$ cat config.mk
export PLATFORM = sky130hd
export DESIGN_NAME = booth_r4_seq_ctrl
export DESIGN_NICKNAME = d
export VERILOG_FILES = /design/src/rtl/booth_r4_pkg.sv /design/src/rtl/booth_r4_pp_gen.sv /design/src/rtl/booth_r4_seq_ctrl.sv
export SDC_FILE = /design/constraint.sdc
export NUM_CORES = 1
export LEC_CHECK = 0
export ABC_AREA = 1
export CAP_MARGIN = 10
export CORE_UTILIZATION = 45
export DETAILED_ROUTE_END_ITERATION = 10
export PLACE_DENSITY = 0.63
export SLEW_MARGIN = 20
export SYNTH_ARGS = -nofsm -noshare
export SYNTH_HDL_FRONTEND = slang
export SYNTH_SLANG_ARGS = --single-unit
$ cat constraint.sdc
create_clock -name clk_i -period 7.5 [get_ports clk_i]
set_input_delay 1.5 -clock clk_i [delete_from_list [all_inputs] [get_ports clk_i]]
set_output_delay 1.5 -clock clk_i [all_outputs]
set_load 0.01 [all_outputs]
$ cat src/rtl/booth_r4_pkg.sv
// Shared types and the Booth digit decoder for the radix-4 multiplier family.
// Used by both the sequential controller and the parallel array.
package booth_r4_pkg;

    typedef enum logic [2:0] {
        OP_ZERO = 3'd0,
        OP_POS1 = 3'd1,
        OP_POS2 = 3'd2,
        OP_NEG1 = 3'd3,
        OP_NEG2 = 3'd4
    } booth_op_e;

    typedef enum logic [1:0] {
        ST_IDLE = 2'd0,
        ST_CALC = 2'd1,
        ST_DONE = 2'd2
    } ctrl_state_e;

    // The digit is {Y[2i+1], Y[2i], Y[2i-1]}.
    function automatic booth_op_e booth_decode(input logic [2:0] digit);
        booth_op_e op;
        case (digit)
            3'b000, 3'b111: op = OP_ZERO;
            3'b001, 3'b010: op = OP_POS1;
            3'b011:         op = OP_POS2;
            3'b100:         op = OP_NEG2;
            3'b101, 3'b110: op = OP_NEG1;
            default:        op = OP_ZERO;
        endcase
        return op;
    endfunction

endpackage

$ cat src/rtl/booth_r4_pp_gen.sv
// Combinational radix-4 Booth partial-product generator.
// The output is two bits wider than X, so that -2 * (-2^(WIDTH-1)) is exact.
module booth_r4_pp_gen
    import booth_r4_pkg::*;
#(
    parameter int WIDTH = 8
) (
    input  logic [WIDTH-1:0]        x_i,
    input  logic [2:0]              digit_i,
    output logic signed [WIDTH+1:0] pp_o
);

    logic signed [WIDTH+1:0] x_ext_s;

    assign x_ext_s = {{2{x_i[WIDTH-1]}}, x_i};

    // Select the multiple of X that the digit calls for.
    always_comb begin
        pp_o = '0;
        case (booth_decode(digit_i))
            OP_ZERO: pp_o = '0;
            OP_POS1: pp_o = x_ext_s;
            OP_POS2: pp_o = x_ext_s <<< 1;
            OP_NEG1: pp_o = -x_ext_s;
            OP_NEG2: pp_o = -(x_ext_s <<< 1);
            default: pp_o = '0;
        endcase
    end

endmodule

$ cat src/rtl/booth_r4_seq_ctrl.sv
// Sequential radix-4 Booth multiplier controller. It retires one digit per clock
// into a 2*WIDTH accumulator, with valid/ready handshakes on the input and the output.
module booth_r4_seq_ctrl
    import booth_r4_pkg::*;
#(
    parameter int WIDTH = 8
) (
    input  logic               clk_i,
    input  logic               rst_ni,
    input  logic               in_valid_i,
    output logic               in_ready_o,
    input  logic [WIDTH-1:0]   X_i,
    input  logic [WIDTH-1:0]   Y_i,
    input  logic               abort_i,
    output logic               out_valid_o,
    input  logic               out_ready_i,
    output logic [2*WIDTH-1:0] Output_o,
    output logic               busy_o
);

    localparam int NDIG = WIDTH / 2;
    localparam int CW   = (NDIG > 1) ? $clog2(NDIG) : 1;
    localparam int PW   = 2 * WIDTH;

    ctrl_state_e             state_q, state_d;
    logic [CW-1:0]           cnt_q, cnt_d;
    logic [WIDTH-1:0]        x_q, x_d;
    logic [WIDTH:0]          y_q, y_d;
    logic [PW-1:0]           acc_q, acc_d;
    logic [PW-1:0]           out_q, out_d;
    logic signed [WIDTH+1:0] pp_s;
    logic [PW-1:0]           pp_ext_s;
    logic [PW-1:0]           pp_sh_s;
    logic [PW-1:0]           sum_s;
    logic                    last_s;

    // y_q shifts right by two each digit, so the current digit is always y_q[2:0].
    booth_r4_pp_gen #(.WIDTH(WIDTH)) u_pp_gen (
        .x_i     (x_q),
        .digit_i (y_q[2:0]),
        .pp_o    (pp_s)
    );

    assign pp_ext_s = {{(PW-WIDTH-2){pp_s[WIDTH+1]}}, pp_s};
    assign pp_sh_s  = pp_ext_s << {cnt_q, 1'b0};
    assign sum_s    = acc_q + pp_sh_s;
    assign last_s   = (cnt_q == CW'(NDIG - 1));

    // Next-state logic; abort_i outranks both digit retirement and the output handshake.
    always_comb begin
        state_d = state_q;
        cnt_d   = cnt_q;
        x_d     = x_q;
        y_d     = y_q;
        acc_d   = acc_q;
        out_d   = out_q;
        case (state_q)
            ST_IDLE: begin
                if (in_valid_i) begin
                    x_d     = X_i;
                    y_d     = {Y_i, 1'b0};
                    acc_d   = '0;
                    cnt_d   = '0;
                    state_d = ST_CALC;
                end else begin
                    state_d = ST_IDLE;
                end
            end
            ST_CALC: begin
                if (abort_i) begin
                    state_d = ST_IDLE;
                end else begin
                    acc_d = sum_s;
                    y_d   = {{2{y_q[WIDTH]}}, y_q[WIDTH:2]};
                    if (last_s) begin
                        out_d   = sum_s;
                        cnt_d   = '0;
                        state_d = ST_DONE;
                    end else begin
                        cnt_d   = cnt_q + CW'(1);
                        state_d = ST_CALC;
                    end
                end
            end
            ST_DONE: begin
                if (abort_i || out_ready_i) begin
                    state_d = ST_IDLE;
                end else begin
                    state_d = ST_DONE;
                end
            end
            default: state_d = ST_IDLE;
        endcase
    end

    // State and datapath registers.
    always_ff @(posedge clk_i or negedge rst_ni) begin
        if (!rst_ni) begin
            state_q <= ST_IDLE;
            cnt_q   <= '0;
            x_q     <= '0;
            y_q     <= '0;
            acc_q   <= '0;
            out_q   <= '0;
        end else begin
            state_q <= state_d;
            cnt_q   <= cnt_d;
            x_q     <= x_d;
            y_q     <= y_d;
            acc_q   <= acc_d;
            out_q   <= out_d;
        end
    end

    assign in_ready_o  = (state_q == ST_IDLE);
    assign out_valid_o = (state_q == ST_DONE);
    assign busy_o      = (state_q != ST_IDLE);
    assign Output_o    = out_q;

endmodule

# Word-level counts from Yosys, hierarchy flattened
# Memories as Yosys holds them, arrays and structs flattened.
# Index checks and enable logic that the tools add are counted.
# totals
ramBits	0
input_bits	21
out_inout_bits	19
n_memories	1
regBits	53
mem_bits_ro	24
latch_bits	0
# mem_list
memory	words	word_bits	read_ports	rd_ports_with_merged_regs	write_ports	line_no	text
(no name shown)	8	3	1	0	0	booth_r4_pkg.sv:22	case (digit)
# classes
n_eq_ne	9
div_mod_pow	0
magnitude_cmp	0
n_mux	16
n_addsub	4
reduce_logical	8
shifts	1
n_bitwise	2
multipliers	0
# op_table
cell	n
10-bit case mux with 4 select lines	1
16-bit two-way mux	2
16-bit case mux with 2 select lines	1
9-bit case mux with 2 select lines	1
16-bit adder	1
16-bit by 3-bit left shift with 16-bit output	1
2-bit two-way mux	6
8-bit negator with 10-bit output	1
9-bit negator with 10-bit output	1
9-bit two-way mux	1
3-bit AND reduction	3
8-bit two-way mux	1
3-bit by 2-bit == test with 1-bit output (second input constant)	2
2-bit case mux with 3 select lines	1
2-bit == test (second input constant)	2
2-bit != test (second input constant)	2
2-bit case mux with 2 select lines	1
2-bit nonzero test	2
3-bit by 1-bit == test with 1-bit output (second input constant)	1
3-bit == test (second input constant)	1
2-bit by 1-bit adder with 2-bit output (second input constant)	1
2-bit by 1-bit == test with 1-bit output (second input constant)	1
2-bit zero test	1
1-bit inverter	2
3 further kinds	3

# Depth between registers and ports, before layout
# Gate-level depths: netlist of run 1.
# An unclocked memory read counts as a cell.
# logic_depth
ltp_word	7
depth_mapped	25

# Modules after synthesis
# From an unflattened synthesis of run 1, not the netlist that was laid out.
# hier_totals
hier_cells	518
hier_area_um2	3758.6
# modules_own_cells
module	seq_area_each_um2	n_inst	cells_each	area_each_um2
booth_r4_seq_ctrl	1326.3	1	425	3270.6
booth_r4_pp_gen	0.0	1	93	488.0

# Least setup slack after synthesis of run 1
# No wires, ideal clock.
# synth_path
path_type	register -> register
start	reg y_q[1]
end	reg acc_q[14]
period_less_slack_ns	2.772
required_ns	7.383
arrival_ns	2.654
path_buffers	0
slack_ns	4.728
stages_incl_launch_ff	19
path_cell_list	dfrtp_1 -> inv_1 -> ha_1 -> nand2_4 -> nor2_1 -> inv_1 -> nor3_1 -> ha_1 -> inv_1 -> fa_1 -> inv_1 -> nand3_1 -> nand2_1 -> a21boi_1 -> or2_1 -> nand2_1 -> nand2_1 -> nand3_1 -> nand2_1
# synth_between
elab_chain_len	7
word_cells_on_any_way	10
# synth_rtl
element	line_no	text
start: declaration	booth_r4_seq_ctrl.sv:28	logic [WIDTH:0] y_q, y_d;
start signal: assignment	booth_r4_seq_ctrl.sv:109	y_q <= y_d;
memory 8 x 3 bit *	n/a	
3-bit == test (tied with other cells)	booth_r4_pp_gen.sv:20	case (booth_decode(digit_i))
10-bit case mux with 4 select lines *	booth_r4_pp_gen.sv:20	
16-bit by 3-bit left shift with 16-bit output *	booth_r4_seq_ctrl.sv:45	assign pp_sh_s = pp_ext_s << {cnt_q, 1'b0};
16-bit adder *	booth_r4_seq_ctrl.sv:46	assign sum_s = acc_q + pp_sh_s;
16-bit two-way mux *	booth_r4_seq_ctrl.sv:70	if (abort_i) begin
16-bit case mux with 2 select lines *	booth_r4_seq_ctrl.sv:57	case (state_q)
end signal: assignment	booth_r4_seq_ctrl.sv:103	acc_q <= '0;
end signal: assignment	booth_r4_seq_ctrl.sv:110	acc_q <= acc_d;
end: declaration	booth_r4_seq_ctrl.sv:29	logic [PW-1:0] acc_q, acc_d;
# Mark *: on every way between the ends. The rest lies on a longest branch, timed or not. The select of a mux whose other input is x is not followed.
# A chain may end at the register's enable or synchronous reset.

# Worst setup path in the final report of run 1
# layout_path
start	reg y_q[0]
end	reg acc_q[14]
# Same word-level chain as after synthesis.

==> run metrics, run 1 <==
status=finished, final reports clean; largest net degree at the start of global routing=54; Die H=92.3 um; worst vdd ir=0.194 mV; synthesized flop and latch total=53; syn nets=556; Synth area leaders=dfrtp_1 36%, nand2_1 16%, nand3_1 8.0%, ha_1 6.5%, inv_1 5.3%; CP Data Required Time=7710 ps; period utilization=43.5%; top_reg_cell synth=dfrtp_1; share of flip-flops with an asynchronous set or reset=100%; reg-to-reg slack, setup=4240 ps; Fmax achieved=307 MHz; Setup Buffers After CTS=0; ANT cells=0; Synth top area share=36.1%; top post-synthesis cells by count=155 x nand2_1, 59 x nand3_1, 53 x dfrtp_1; Clock Latency Late Sink=310 ps; Iteration-0 DRC Markers=236; setup violators final=0; first-pass GRT wire length=16.2 mm; Syn Area/Cell=7.13 sq um; I/O Pins=40; RSZ-0062 raised after global routing=no; biggest area consumer among synthesized cells=dfrtp_1; final wirelength=9.28 mm; total CTS buffers=5; TritonRoute pass-1 iters=5; number of synthesized flops with an enable pin=0; post-CTS sizing=0; leakage=2.20 nW; row count=32; # H-tree levels=2; met1 usage=33.0%; Hold Path Class=reg2reg; sequential area share after synthesis=36.1%; critical path peak fanout=6; TritonCTS clock tree=built; final setup TNS=0 ps; Port Buf Inserts=39; cell area after synthesis=3670 sq um; Post-Place Worst Slack=4080 ps; Worst Slack Setup Final=4240 ps; GRT met3 Usage=3.04%; Antenna Nets Post-Route=0; detailed-route via count=3469; GRT Util Overall=23.7%; CP arrival=3470 ps; Clock Pin Slew Worst Setup and Hold Paths=110 ps; fraction of layout cells with a size suffix above 1=5.98%; fin nets=592; Final min period=3260 ps; Hold Buf Count CTS=0; GPL Wtd Cong=0.969; Die Width=92.3 um; GRT overflow=0; Slew Viols, Final=0; die area=8520 sq um; Post-Synthesis Cells=515; Yosys warnings=0; Critical Path Source Type=register; clk sinks=53; critical path type=reg2reg; max-cap viol count=0; hold violation total from the final report=0; worst slew pin tran=710 ps; clock skew=16.1 ps; vias in the first global route=3454; Crit. End Element=register; met2 GRT Util=39.2%; core area=7810 sq um; CTS root buf=clkbuf_8; Syn-to-layout area delta=15.3%; power per cell area=498 nW/um^2; synth unique cells=41; Clock Path Buffers=2; drt wl/cell=14.2 um; busiest layer in global routing=met2; initial antenna violation count=0; HPWL after detailed placement=7.00 mm; DR DRC count=0; Worst slew margin=52.7%; Initial Utilization=47.0%; Avg Vias per Cell=5.30; most numerous cell in the Yosys netlist=nand2_1
worst max-delay path, stage by stage (launching register included):
cell      delay, ps
dfrtp_1         360
inv_1            60
ha_1            470
nand2_4         110
nor2_1          160
inv_1            80
nor3_1          170
ha_1            280
inv_1            90
fa_1            410
inv_1           110
nand3_1          70
nand2_1         170
a21boi_1        110
or2_1           260
nand2_1          70
nand2_1          60
nand3_1          70
nand2_1          60
metal layers:
layer	wire, um	share of wire [%]	up-vias
met1	4640	50	1620
met4	102	1.1	0
met3	387	4.2	10
met2	4150	45	77
met5	0	0	-
li1	-	-	1762
through the flow:
step                      total power, mW  instances  hold slack [ps]  util [%]  cell area [sq um]
after floorplan                      1.54        515              456         -               3670
after global placement               1.91        646              466      53.0               4140
after detailed placement             1.92        646              466      53.0               4140
after CTS                            2.11        654              495      54.2               4230
after global routing                 2.33        654              510      54.2               4230
final                                2.11        654              487      54.2               4230
worst paths after layout:
kind,startpoint,end,depth (start not counted)
setup / recovery,y_q[0],acc_q[14],18
hold / removal,Output_o[12],Output_o[12],2
setup reg to reg,y_q[0],acc_q[14],18
hold reg to reg,Output_o[12],Output_o[12],2
max in group asynchronous,rst_ni,cnt_q[0],2
min in group asynchronous,rst_ni,x_q[3],2
registers in the layout, indices dropped and copies added (netlist names):
register	cells
Output_o	16
acc_q	16
cnt_q	2
state_q	2
x_q	8
y_q	9
power breakdown:
part	switching, mW	internal (mW)	leakage (nW)	total, mW
Combinational	0.907	0.538	1.50	1.44
Sequential	0.0909	0.396	0.657	0.487
Clock	0.102	0.0753	0.0512	0.178
logic make-up after synthesis:
kind of cell	after synthesis	synth area share, %
buf+inv	69	7.46
compound gates	70	10.8
simple gates	294	36.4
flops	53	36.1
fa+ha+maj	20	7.02
xor+xnor	8	1.91
mux	1	0.307
area by class of cell:
cell class	instances	area, sq um
fill	755	3570
timing repair buffer	40	393
tap	102	128
sequential	53	1330
inverter	58	220
multi-input combinational	393	2070
clock buffer	6	82.6
clock inverter	2	13.8
cells in the final DEF, fill, tap and decap left out, types with 7 or more instances in the layout:
master and instances:
clkdlybuf4s50_1 38, o21ai_0 17, dfrtp_1 53, nand3_1 59, ha_1 19, a31oi_1 7, nand4_1 11, inv_1 52
a21oi_1 24, nand2_1 155, nor2_1 42
Power figures use the tool's default switching activity.
==> run 2, diff against run 1 <==
--- a/config.mk
+++ b/config.mk
@@ -9,7 +9,7 @@
 export CAP_MARGIN = 10
 export CORE_UTILIZATION = 45
 export DETAILED_ROUTE_END_ITERATION = 10
-export PLACE_DENSITY = 0.63
+export PLACE_DENSITY = 0.65
 export SLEW_MARGIN = 20
 export SYNTH_ARGS = -nofsm -noshare
 export SYNTH_HDL_FRONTEND = slang
==> constraint.sdc (replaced) <==
create_clock -name clk_i -period 2.7 [get_ports clk_i]
set_input_delay 0.54 -clock clk_i [delete_from_list [all_inputs] [get_ports clk_i]]
set_output_delay 0.54 -clock clk_i [all_outputs]
set_load 0.01 [all_outputs]
==> run 2 against run 1 <==
Against the previous run: the flow now finishes with violations (setup timing); critical path depth is 1 higher; global-route usage grew 4.2 points; non-clock buffer count increased by 103; via count increased by 18%; largest cell class unchanged; hold slack lost 240 ps; register-to-register slack lost 4500 ps; sequential share of layout area shrank 8.8 points.
==> run metrics, run 2 (synthesis results as in run 1) <==
status=complete, but fails checks (was finished, final reports clean); violated checks=setup timing; Die Width=92.3 um (unchanged); Iteration-0 DRC Markers=216 (was 236); Util after Layout=75.3% (was 54.2%); Syn-to-layout area delta=60.1% (was 15.3%); Avg Vias per Cell=5.42 (was 5.30); # H-tree levels=2 (unchanged); Worst slew margin=54.7% (was 52.7%); final wirelength=12.2 mm (was 9.28 mm); vias in the first global route=3888 (was 3454); I/O Pins=40 (unchanged); area after detailed placement=4740 sq um (was 4140 sq um); Slew Viols, Final=0 (unchanged); clock skew=7.04 ps (was 16.1 ps); initial antenna violation count=0 (unchanged); Hold Path Class=in2async (was reg2reg); CP bufs+invs=4 (unchanged); max-cap viol count=0 (unchanged); family with the most delay on the worst path=simple AND/OR/NAND/NOR gates (unchanged); Final min period=2990 ps (was 3260 ps); critical path peak fanout=4 (was 6); CTS root buf=clkbuf_8 (unchanged); CP max stage delay=420 ps (was 470 ps); Crit. End Element=register (unchanged); critical path type=reg2reg (unchanged); CP Data Required Time=2920 ps (was 7710 ps); CP arrival=3210 ps (was 3470 ps); period utilization=111% (was 43.5%); Clock Path Buffers=2 (unchanged); die area=8520 sq um (unchanged); most frequent cells in the layout=123 x nand2_1, 88 x buf_4, 53 x dfrtp_1 (was 155 x nand2_1, 59 x nand3_1, 53 x dfrtp_1); GPL Wtd Cong=0.948 (was 0.969); row count=32 (unchanged); setup violators final=23 (was 0); detailed-route via count=4106 (was 3469); fraction of layout cells with a size suffix above 1=40.3% (was 5.98%); Critical Path Source Type=register (unchanged); fill count=576 (was 755); FF-to-FF End=acc_q[14] (unchanged); first-pass GRT wire length=18.6 mm (was 16.2 mm); Fmax achieved=335 MHz (was 307 MHz); Clock Pin Slew Worst Setup and Hold Paths=110 ps (about the same); Antenna Nets Post-Route=0 (unchanged); GRT Util Overall=27.9% (was 23.7%); core area=7810 sq um (unchanged); Die H=92.3 um (unchanged); HPWL after detailed placement=7.81 mm (was 7.00 mm); DR DRC count=0 (unchanged); reg-to-reg slack, setup=-290 ps (was 4240 ps); largest net degree at the start of global routing=29 (was 54); Initial Utilization=47.0% (unchanged); crit path cell chain=inv_2 > ha_4 > buf_4 > nor2_4 > inv_2 > nor2_1 > nor3_2 > nand3_1 > o21ai_2 > o21ai_2 > ha_4 > a21oi_4 > nor2_1 > nor2_2 > inv_1 > a21oi_2 > nand3b_1 > nand3_1 > nand2_1 (was inv_1 > ha_1 > nand2_4 > nor2_1 > inv_1 > nor3_1 > ha_1 > inv_1 > fa_1 > inv_1 > nand3_1 > nand2_1 > a21boi_1 > or2_1 > nand2_1 > nand2_1 > nand3_1 > nand2_1); Finished Cell Area=5880 sq um (was 4230 sq um); GRT overflow=0 (unchanged); fin nets=695 (was 592); commonest non-fill, non-tap cell in the layout=nand2_1 (unchanged); Port Buf Inserts=39 (unchanged); total CTS buffers=5 (unchanged); Clock Latency Late Sink=320 ps (was 310 ps); TritonRoute pass-1 iters=5 (unchanged); reg2reg path depth=19 (was 18); hold violation total from the final report=0 (unchanged); Worst Slack Setup Final=-285 ps (was 4240 ps); Crit-path slowest cell=dfrtp_1 (was ha_1); drt wl/cell=16.1 um (was 14.2 um); worst slew pin tran=680 ps (was 710 ps); clk sinks=53 (unchanged); ANT cells=0 (unchanged); RR Startpoint=y_q[1] (was y_q[0]); RSZ-0062 raised after global routing=yes (was no); TritonCTS clock tree=built (unchanged)
-- run 2: cell count changes in the layout (fill, tap and decap cells not counted), sizes merged --
cell	change
clkbuf	-1
clkinv	-2
inv	+1
buf	+103
bufinv	+2
-- run 2: layer usage --
layer	GRT usage (%)	vias up	share of wire, %
met4	7.03	0	2.6
li1	-	1972	-
met5	0	-	0
met3	2.71	33	5.4
met1	36.7	1961	42
met2	49.1	140	50
-- run 2: worst max-delay path by stage --
stage,from,endpoint,slack (ps),cells after the start
2_1_floorplan,x_q[0],acc_q[14],30,16
3_3_place_gp,y_q[1],acc_q[14],-460,19
3_5_place_dp,y_q[1],acc_q[14],-540,19
4_1_cts,y_q[1],acc_q[14],-170,19
5_1_grt,y_q[1],Output_o[14],-470,19
6_report,y_q[1],acc_q[14],-290,19
-- run 2: stage by stage --
| step | setup WS [ps] | setup TNS (ps) | std cells | hold WS [ps] |
|---|---|---|---|---|
| final | -285 | -4330 | 757 | 245 |
| after global routing | -473 | -8790 | 757 | 308 |
| after global placement | -462 | -5160 | 725 | 461 |
| after CTS | -166 | -2090 | 751 | 273 |
| after floorplan | 30.1 | 0 | 515 | 244 |
| after detailed placement | -544 | -6440 | 725 | 464 |
-- run 2: final cells by class --
class	instances	area, sq um	share of cell area (%)
Inverter	58	220	3.75
Multi-Input combinational cell	393	2840	48.3
Timing Repair Buffer	143	1230	20.9
Sequential cell	53	1330	22.6
Clock buffer	5	68.8	1.17
Tap cell	102	128	2.17
Clock inverter	3	68.8	1.17
-- run 2: repair_timing --
item / CTS / global route
endpoints found under the setup margin: 25 / 26
gates cloned: 0 / 0
endpoints found under the hold margin: 0 / 0
hold buffers: 0 / 0
buffers inserted: 18 / 6
pin swaps: 49 / 59
gates resized for setup: 94 / 101
Power of run 2 is left out: the tool's default activity adds up to more than one toggle a clock period on the data nets, which glitch-free logic cannot reach.
